===== src/rtl/branch_predictor_table.sv =====
// Bimodal/gshare direction predictor: a table of saturating counters initialised by a sweep
// after reset, with a one-cycle predict port and an independent resolved-outcome update port.
module branch_predictor_table #(
  parameter int unsigned INDEX_BITS = 6,
  parameter int unsigned CTR_BITS   = 2,
  parameter int unsigned GHR_BITS   = 0,
  parameter int unsigned INIT_CTR   = 1,
  localparam int unsigned GhrW      = (GHR_BITS > 0) ? GHR_BITS : 1
) (
  input  logic                  clk,
  input  logic                  reset,
  output logic                  ready,
  input  logic                  pred_valid,
  input  logic [31:0]           pred_pc,
  output logic                  pred_out_valid,
  output logic                  pred_taken,
  output logic [CTR_BITS-1:0]   pred_ctr,
  output logic [INDEX_BITS-1:0] pred_index,
  input  logic                  upd_valid,
  input  logic [INDEX_BITS-1:0] upd_index,
  input  logic                  upd_taken,
  input  logic                  ghr_clear,
  output logic [GhrW-1:0]       ghr
);

  localparam int unsigned Entries = 2 ** INDEX_BITS;
  localparam logic [CTR_BITS-1:0] CtrMax  = '1;
  localparam logic [CTR_BITS-1:0] CtrInit = CTR_BITS'(INIT_CTR);

  typedef enum logic [0:0] {StInit, StRun} state_e;

  state_e                state_q, state_d;
  logic [INDEX_BITS-1:0] ptr_q, ptr_d;
  logic [GhrW-1:0]       ghr_q, ghr_d;
  logic [GhrW:0]         ghr_shift;
  logic [CTR_BITS-1:0]   table_q [Entries];
  logic                  run;

  logic [CTR_BITS-1:0]   upd_cur, upd_new;
  logic [INDEX_BITS-1:0] pred_idx;
  logic [CTR_BITS-1:0]   pred_rd;

  logic                  pred_out_valid_q;
  logic                  pred_taken_q;
  logic [CTR_BITS-1:0]   pred_ctr_q;
  logic [INDEX_BITS-1:0] pred_index_q;

  logic                  unused_pc;
  assign unused_pc = ^{pred_pc[31:INDEX_BITS+2], pred_pc[1:0]};

  // State register
  always_ff @(posedge clk or posedge reset) begin
    if (reset) begin
      state_q <= StInit;
      ptr_q   <= '0;
    end else begin
      state_q <= state_d;
      ptr_q   <= ptr_d;
    end
  end

  // Next-state logic: the sweep advances one entry per cycle until the last one is written
  always_comb begin
    state_d = state_q;
    ptr_d   = ptr_q;
    unique case (state_q)
      StInit: begin
        ptr_d = ptr_q + 1'b1;
        if (ptr_q == '1) state_d = StRun;
      end
      StRun:  state_d = StRun;
      default: state_d = StInit;
    endcase
  end

  // Output logic
  always_comb begin
    run   = (state_q == StRun);
    ready = run;
  end

  always_comb begin
    upd_cur = table_q[upd_index];
    if (upd_taken) upd_new = (upd_cur == CtrMax) ? upd_cur : upd_cur + 1'b1;
    else           upd_new = (upd_cur == '0) ? upd_cur : upd_cur - 1'b1;
  end

  // Table contents have no reset; the sweep restores them
  always_ff @(posedge clk) begin
    if (!run)           table_q[ptr_q]     <= CtrInit;
    else if (upd_valid) table_q[upd_index] <= upd_new;
  end

  // Index uses the pre-shift history; same-index update is forwarded to the read
  always_comb begin
    pred_idx = pred_pc[INDEX_BITS+1:2] ^ INDEX_BITS'(ghr_q);
    if (run && upd_valid && (upd_index == pred_idx)) pred_rd = upd_new;
    else                                             pred_rd = table_q[pred_idx];
  end

  always_comb begin
    ghr_shift = {ghr_q, upd_taken};
    ghr_d     = ghr_q;
    if (GHR_BITS == 0)         ghr_d = '0;
    else if (run && ghr_clear) ghr_d = '0;
    else if (run && upd_valid) ghr_d = ghr_shift[GhrW-1:0];
  end

  always_ff @(posedge clk or posedge reset) begin
    if (reset) begin
      ghr_q            <= '0;
      pred_out_valid_q <= 1'b0;
      pred_taken_q     <= 1'b0;
      pred_ctr_q       <= '0;
      pred_index_q     <= '0;
    end else begin
      ghr_q            <= ghr_d;
      pred_out_valid_q <= run & pred_valid;
      if (run && pred_valid) begin
        pred_taken_q <= pred_rd[CTR_BITS-1];
        pred_ctr_q   <= pred_rd;
        pred_index_q <= pred_idx;
      end
    end
  end

  assign pred_out_valid = pred_out_valid_q;
  assign pred_taken     = pred_taken_q;
  assign pred_ctr       = pred_ctr_q;
  assign pred_index     = pred_index_q;
  assign ghr            = ghr_q;

endmodule


===== config.mk =====
export PLATFORM = sky130hd
export DESIGN_NAME = branch_predictor_table
export DESIGN_NICKNAME = d
export VERILOG_FILES = /design/src/rtl/branch_predictor_table.sv
export SDC_FILE = /design/constraint.sdc
export NUM_CORES = 1
export LEC_CHECK = 0
export CORE_MARGIN = 2
export CORE_UTILIZATION = 25
export DETAILED_ROUTE_END_ITERATION = 16
export GPL_TIMING_DRIVEN = 0
export HOLD_SLACK_MARGIN = 0.1
export SLEW_MARGIN = 15
export SYNTH_ARGS = -nofsm -noshare
export SYNTH_HDL_FRONTEND = slang
export SYNTH_SLANG_ARGS = --single-unit

===== constraint.sdc =====
create_clock -name clk -period 3.3 [get_ports clk]
set_input_delay 0.66 -clock clk [delete_from_list [all_inputs] [get_ports clk]]
set_output_delay 0.66 -clock clk [all_outputs]
set_load 0.02 [all_outputs]

==> metrics.cfg, run 1 <==
[logic_synthesis]
synth_seq_cells=144
synth_edf_count=128
synthArstFlopShare_pct=11.1
syn-cell-area_um2=7350
yosys_warnings=0
syn_avg_cell_area_um2=15.1
synth_nets=531
seq_area_frac_synth_pct=57.7
ys.flop_type=edfxtp_1
synth_cells=486
ys_types=53

[grt]
grt_usage_pct=13.5
met1_usage_pct=17.4
grt-busiest-layer=met2
grt_pass1_wl_um=30300
grt_pass1_vias=4754
antenna_found_initial=0
grtUsageMet2_pct=20.7
grt_max_degree=42
grt-ovfl-total=0
globalRouteMet3Util_pct=4.03

[worst_setup_path]
r2r_cells=8
critical_path_required_ns=3.46
critPathLaunchType=input pin
worstSetupPathType=in2reg
worst-endpoint-arrival_ns=3.34
cp_max_fo=41
worstSetupEndpointType=register

[worst_hold_path]
hp-class=reg2reg
worstHoldPathCells=1

[detailed_routing]
vias=4677
drcViolationCount=0
drt_iter0_drc=453
drtPass1Iterations=5
wl_per_cell_um=21.7
viasPerCell=5.06
routed_wl_um=20000
postRouteAntennaNets=0

[placed_design]
dp_cells=890
io_buffer_count=18
gp_congestion=0.855
post-place-ws_ns=-0.796
dpl.hpwl_um=13900

[cts]
htree_levels=4
clock-root-buffer=clkbuf_16
path_clk_slew_ns=0.06
cts_buffer_depth=2
clock-sinks=144
clk_latency_ns=0.43
tritoncts=yes
holdBufCountCts=0
cts_made_buffers=17

[run_status]
status=complete, no violations

[cells_and_area]
drive_above_1_share_pct=24.8
syn2layout_area_growth_pct=17.9
final_cell_mix=edfxtp_1, nor2_1, mux4_2, nand2_1, clkdlybuf4s50_1
instances_no_fill=924
antenna_cells=0
nNetsFinal=572
final_common_cell=edfxtp_1

[floorplan]
die_h_um=175
die-area_um2=30800
start_util_pct=25.5
core_um2=28900
die_x_um=175
io_pins=56
row_count=62

[sta]
setup_viol=0
worst_pin_slew_ns=0.838
hold_violations=0
fin_crit_ns=3.18
fin_crit_sh_pct=96.5
timing.fmax_ghz=0.314
drv_slew=0
rsz0062_at_grt=no
relSlewSlack_pct=44.1
setup_ws_ns=0.117
fin_skew_ns=0.00752

[power_and_ir_drop]
p_leak_nw=2.42
powerDensity_nw_per_um2=463
vdd_ir_drop_max_mv=0.265

[run]
max-cap-violations=0

==> routing by layer <==
layer / part of all wire, % / wire length [µm]
met3: 9.0 / 1800
met5: 0 / 0
met2: 46 / 9220
met1: 41 / 8240
met4: 3.7 / 741
==> kinds of logic after synthesis <==
family	share of synthesized area (%)
and+or+nand+nor	9.04
DFF	57.7
muxes	23.8
AOI/OAI and AO/OA	4.65
buffers and inverters	3.23
xor gates and xnor gates	1.31
adders and majority gates	0.170
other	0.0510
==> synthesized netlist by cell type (all sizes together) (2+ instances only) <==
cell,number,area [µm²]
nor2,70,263
a21o,2,15.0
o31ai,4,30.0
o21ai,8,40.0
nand3b,4,30.0
a211oi,3,27.5
clkbuf,11,41.3
o22ai,3,18.8
nand2b,4,25.0
a21oi,7,35.0
buf,23,170
dfrtp,16,400
mux2i,16,160
nand2,34,128
nand4,3,25.0
xor2,3,26.3
nor3,2,10.0
a31o,2,17.5
or3,4,25.0
a22oi,2,15.0
nand3,16,80.1
mux2,9,101
inv,7,26.3
mux4,65,1490
o21a,3,22.5
xnor2,8,70.1
o221ai,2,17.5
nor2b,7,43.8
a31oi,5,31.3
edfxtp,128,3840
==> state kept, by name, summed over array words and instances, names as in the netlist <==
| signal | cells |
|---|---|
| pred_ctr | 1 |
| ptr_q | 6 |
| pred_taken | 1 |
| ready | 1 |
| table_q | 128 |
| pred_out_valid | 1 |
| pred_index | 6 |
==> path summary, 6_finish.rpt <==
check / from / endpoint / slack, ns
max reg2reg: table_q[46][0] / table_q[61][1] / 0.58
min reg2reg: pred_index[1] / pred_index[1] / 0.50
max in group asynchronous: reset / pred_index[5] / 2.33
min: pred_index[1] / pred_index[1] / 0.50
min in group asynchronous: reset / ptr_q[2] / 0.59
max: upd_index[2] / table_q[13][0] / 0.12
==> area by class of cell <==
type / instances / area (µm²)
plain buffers: 34 / 214
clock inverters: 15 / 138
clock buffers: 17 / 425
multi-input cells: 302 / 2900
well taps: 384 / 480
inverters: 7 / 26.3
fillers: 2872 / 20200
repair buffers: 21 / 240
flip-flops and latches: 144 / 4240
==> what timing repair did <==
item	4_1_cts	5_1_grt
resized for setup	4	1
setup buffers	0	1
gates cloned	1	0
setup endpoints to repair	128	48
pin swaps	1	1
==> per-stage QoR <==
stage               cell area [µm²]  utilization [%]  TNS, ns  hold slack, ns  total power (W)
global route                   8670             30.0        0           0.524          0.00413
global placement               8020             27.8  -237.98           0.489          0.00220
floorplan                      7350                -        0           0.478          0.00214
CTS                            8640             29.9        0           0.507          0.00404
finish                         8670             30.0        0           0.502          0.00401
detailed placement             8060             27.9   -95.76           0.493          0.00220
==> power by group <==
group          switching (W)  leakage [nW]  total (W)  internal [W]
Clock               0.000802         0.260    0.00185       0.00104
Combinational       0.000127          1.05   0.000210     0.0000830
Sequential                 0          1.11    0.00196       0.00196
Total               0.000930          2.42    0.00401       0.00308
==> critical path: stages <==
cell and delay (ns):
clkdlybuf4s50_1 0.53, buf_2 0.34, mux4_2 0.37, mux2i_1 0.16, a31oi_1 0.15, nand3_1 0.21, a31oi_1 0.12, or3_4 0.53
buf_12 0.23
(Power assumes the default switching activity.)
==> inputs of run 2 (changes only) <==
--- a/config.mk
+++ b/config.mk
@@ -5,8 +5,9 @@
 export SDC_FILE = /design/constraint.sdc
 export NUM_CORES = 1
 export LEC_CHECK = 0
-export CORE_MARGIN = 2
+export CORE_MARGIN = 8
 export CORE_UTILIZATION = 25
+export CTS_CLUSTER_DIAMETER = 60
 export DETAILED_ROUTE_END_ITERATION = 16
 export GPL_TIMING_DRIVEN = 0
 export HOLD_SLACK_MARGIN = 0.1
==> metrics.cfg, run 2 (synthesized netlist as in run 1, its figures left out) <==
[placed_design]
dp_cells=890
place_area_um2=8060
post-place-ws_ns=-0.821
gp_congestion=0.847
io_buffer_count=18
dpl.hpwl_um=14000

[cells_and_area]
syn2layout_area_growth_pct=18.5
nNetsFinal=571
fin_area_um2=8710
fillers=2886
regMostFlops=table_q
instances_no_fill=923
utilization_pct=30.2
final_cell_mix=edfxtp_1, nor2_1, mux4_2, nand2_1
seq_area_um2=4240
final_common_cell=edfxtp_1
multi_input_area_um2=2890
drive_above_1_share_pct=24.3
largest_reg_flops=128
antenna_cells=0

[worst_setup_path]
r2r_cells=8
crit_path_top_delay_cell=clkdlybuf4s50_1
path_delay_family=buffers and inverters
critPathMaxStageDelay_ns=0.55
path_cells=clkdlybuf4s50_1 > clkbuf_2 > buf_2 > mux2i_1 > a21oi_1 > nand3_1 > a31oi_1 > or3_4 > buf_12
r2r_slack_ns=0.68
worstSetupPathType=in2reg
r2r-end=table_q[56][1]
critical_path_required_ns=3.46
worstReg2RegStart=table_q[46][0]
worst-endpoint-arrival_ns=3.36
worst-path-buf-inv=4
worstSetupEndpointType=register
setup.worst_path.start=upd_index[2]
cp_max_fo=40
critPathLaunchType=input pin
path_depth=9

[worst_hold_path]
whs_endpoint=pred_index[0]
hold_start=pred_index[0]
worstHoldPathCells=1
hp-class=reg2reg

[sta]
rsz0062_at_grt=no
fin_crit_ns=3.19
fin_skew_ns=0.00610
hold_violations=0
setup_ws_ns=0.109
setup_viol=0
relSlewSlack_pct=39.2
timing.fmax_ghz=0.313
worst_pin_slew_ns=0.911
fin_crit_sh_pct=96.7
drv_slew=0

[detailed_routing]
wl_met2_um=9230
wl_per_cell_um=21.7
wl_met1_um=8270
viasPerCell=5.06
postRouteAntennaNets=0
drcViolationCount=0
vias=4669
drtPass1Iterations=7
met3_length_um=1740
routed_wl_um=20000
drt_iter0_drc=537
highest_layer=met4

[floorplan]
die_h_um=187
io_pins=56
core_um2=28900
start_util_pct=25.5
die-area_um2=35200
row_count=62
die_x_um=187

[power_and_ir_drop]
powerDensity_nw_per_um2=479
power_w=0.00417
vdd_ir_drop_max_mv=0.279
p_leak_nw=2.45

[cts]
cts_buffer_depth=2
clock-sinks=144
holdBufCountCts=0
htree_levels=4
path_clk_slew_ns=0.06
tritoncts=yes
clock-root-buffer=clkbuf_16
clk_latency_ns=0.43
cts_made_buffers=17

[run]
max-cap-violations=0

[grt]
antenna_found_initial=0
grt_pass1_vias=4778
grt_pass1_wl_um=30500
grt-ovfl-total=0
grt_usage_pct=11.5
grt_max_degree=41

[run_status]
status=complete, no violations

-- run 2: cell count changes in the layout (fill, tap and decap cells not counted) --
cell and delta:
dlygate4sd2_1 +1, clkdlybuf4s50_1 -1, clkinv_1 +2, nor2_2 +1, clkinv_4 -1, bufinv_16 +3
inv_6 -3, clkbuf_2 -1, nor2_4 -1, clkinvlp_4 -1
-- run 2: power by group --
| group | switching, W | internal (W) | total [W] |
|---|---|---|---|
| clock | 0.000749 | 0.00126 | 0.00201 |
| sequential | 0 | 0.00196 | 0.00196 |
| combinational | 0.000127 | 0.0000821 | 0.000209 |
| total | 0.000876 | 0.00330 | 0.00417 |
-- run 2: final cells by class --
cell class              count  share of cell area [%]
plain buffers              33                    2.40
clock inverters            15                    2.21
clock buffers              17                    4.88
multi-input cells         302                    33.2
well taps                 384                    5.52
repair buffers             21                    2.74
flip-flops and latches    144                    48.7
inverters                   7                   0.302
-- run 2: worst max path at each step --
stage,to,slack (ns)
detailed placement,table_q[14][0],-0.82
CTS,table_q[47][1],0.05
floorplan,table_q[0][1],0.01
finish,table_q[27][0],0.11
global placement,table_q[30][1],-2.00
global route,table_q[63][0],0.02
-- run 2: repair_timing --
action,in CTS,in global routing
setup buffers,0,1
endpoints found under the setup margin,128,33
resized for setup,4,0
cloned,1,0
pin swaps,1,1
-- run 2: per-stage QoR --
step / setup TNS [ns] / hold WS (ns)
finish: 0 / 0.504
global route: 0 / 0.515
CTS: 0 / 0.506
detailed placement: -95.15 / 0.493
global placement: -231.80 / 0.488
floorplan: 0 / 0.478
-- run 2: metal layers --
| metal | vias to the layer above | global-route usage [%] |
|---|---|---|
| met4 | 0 | 5.21 |
| met3 | 47 | 4.06 |
| met5 | - | 0 |
| met1 | 2385 | 14.5 |
| li1 | 1999 | - |
| met2 | 238 | 17.7 |
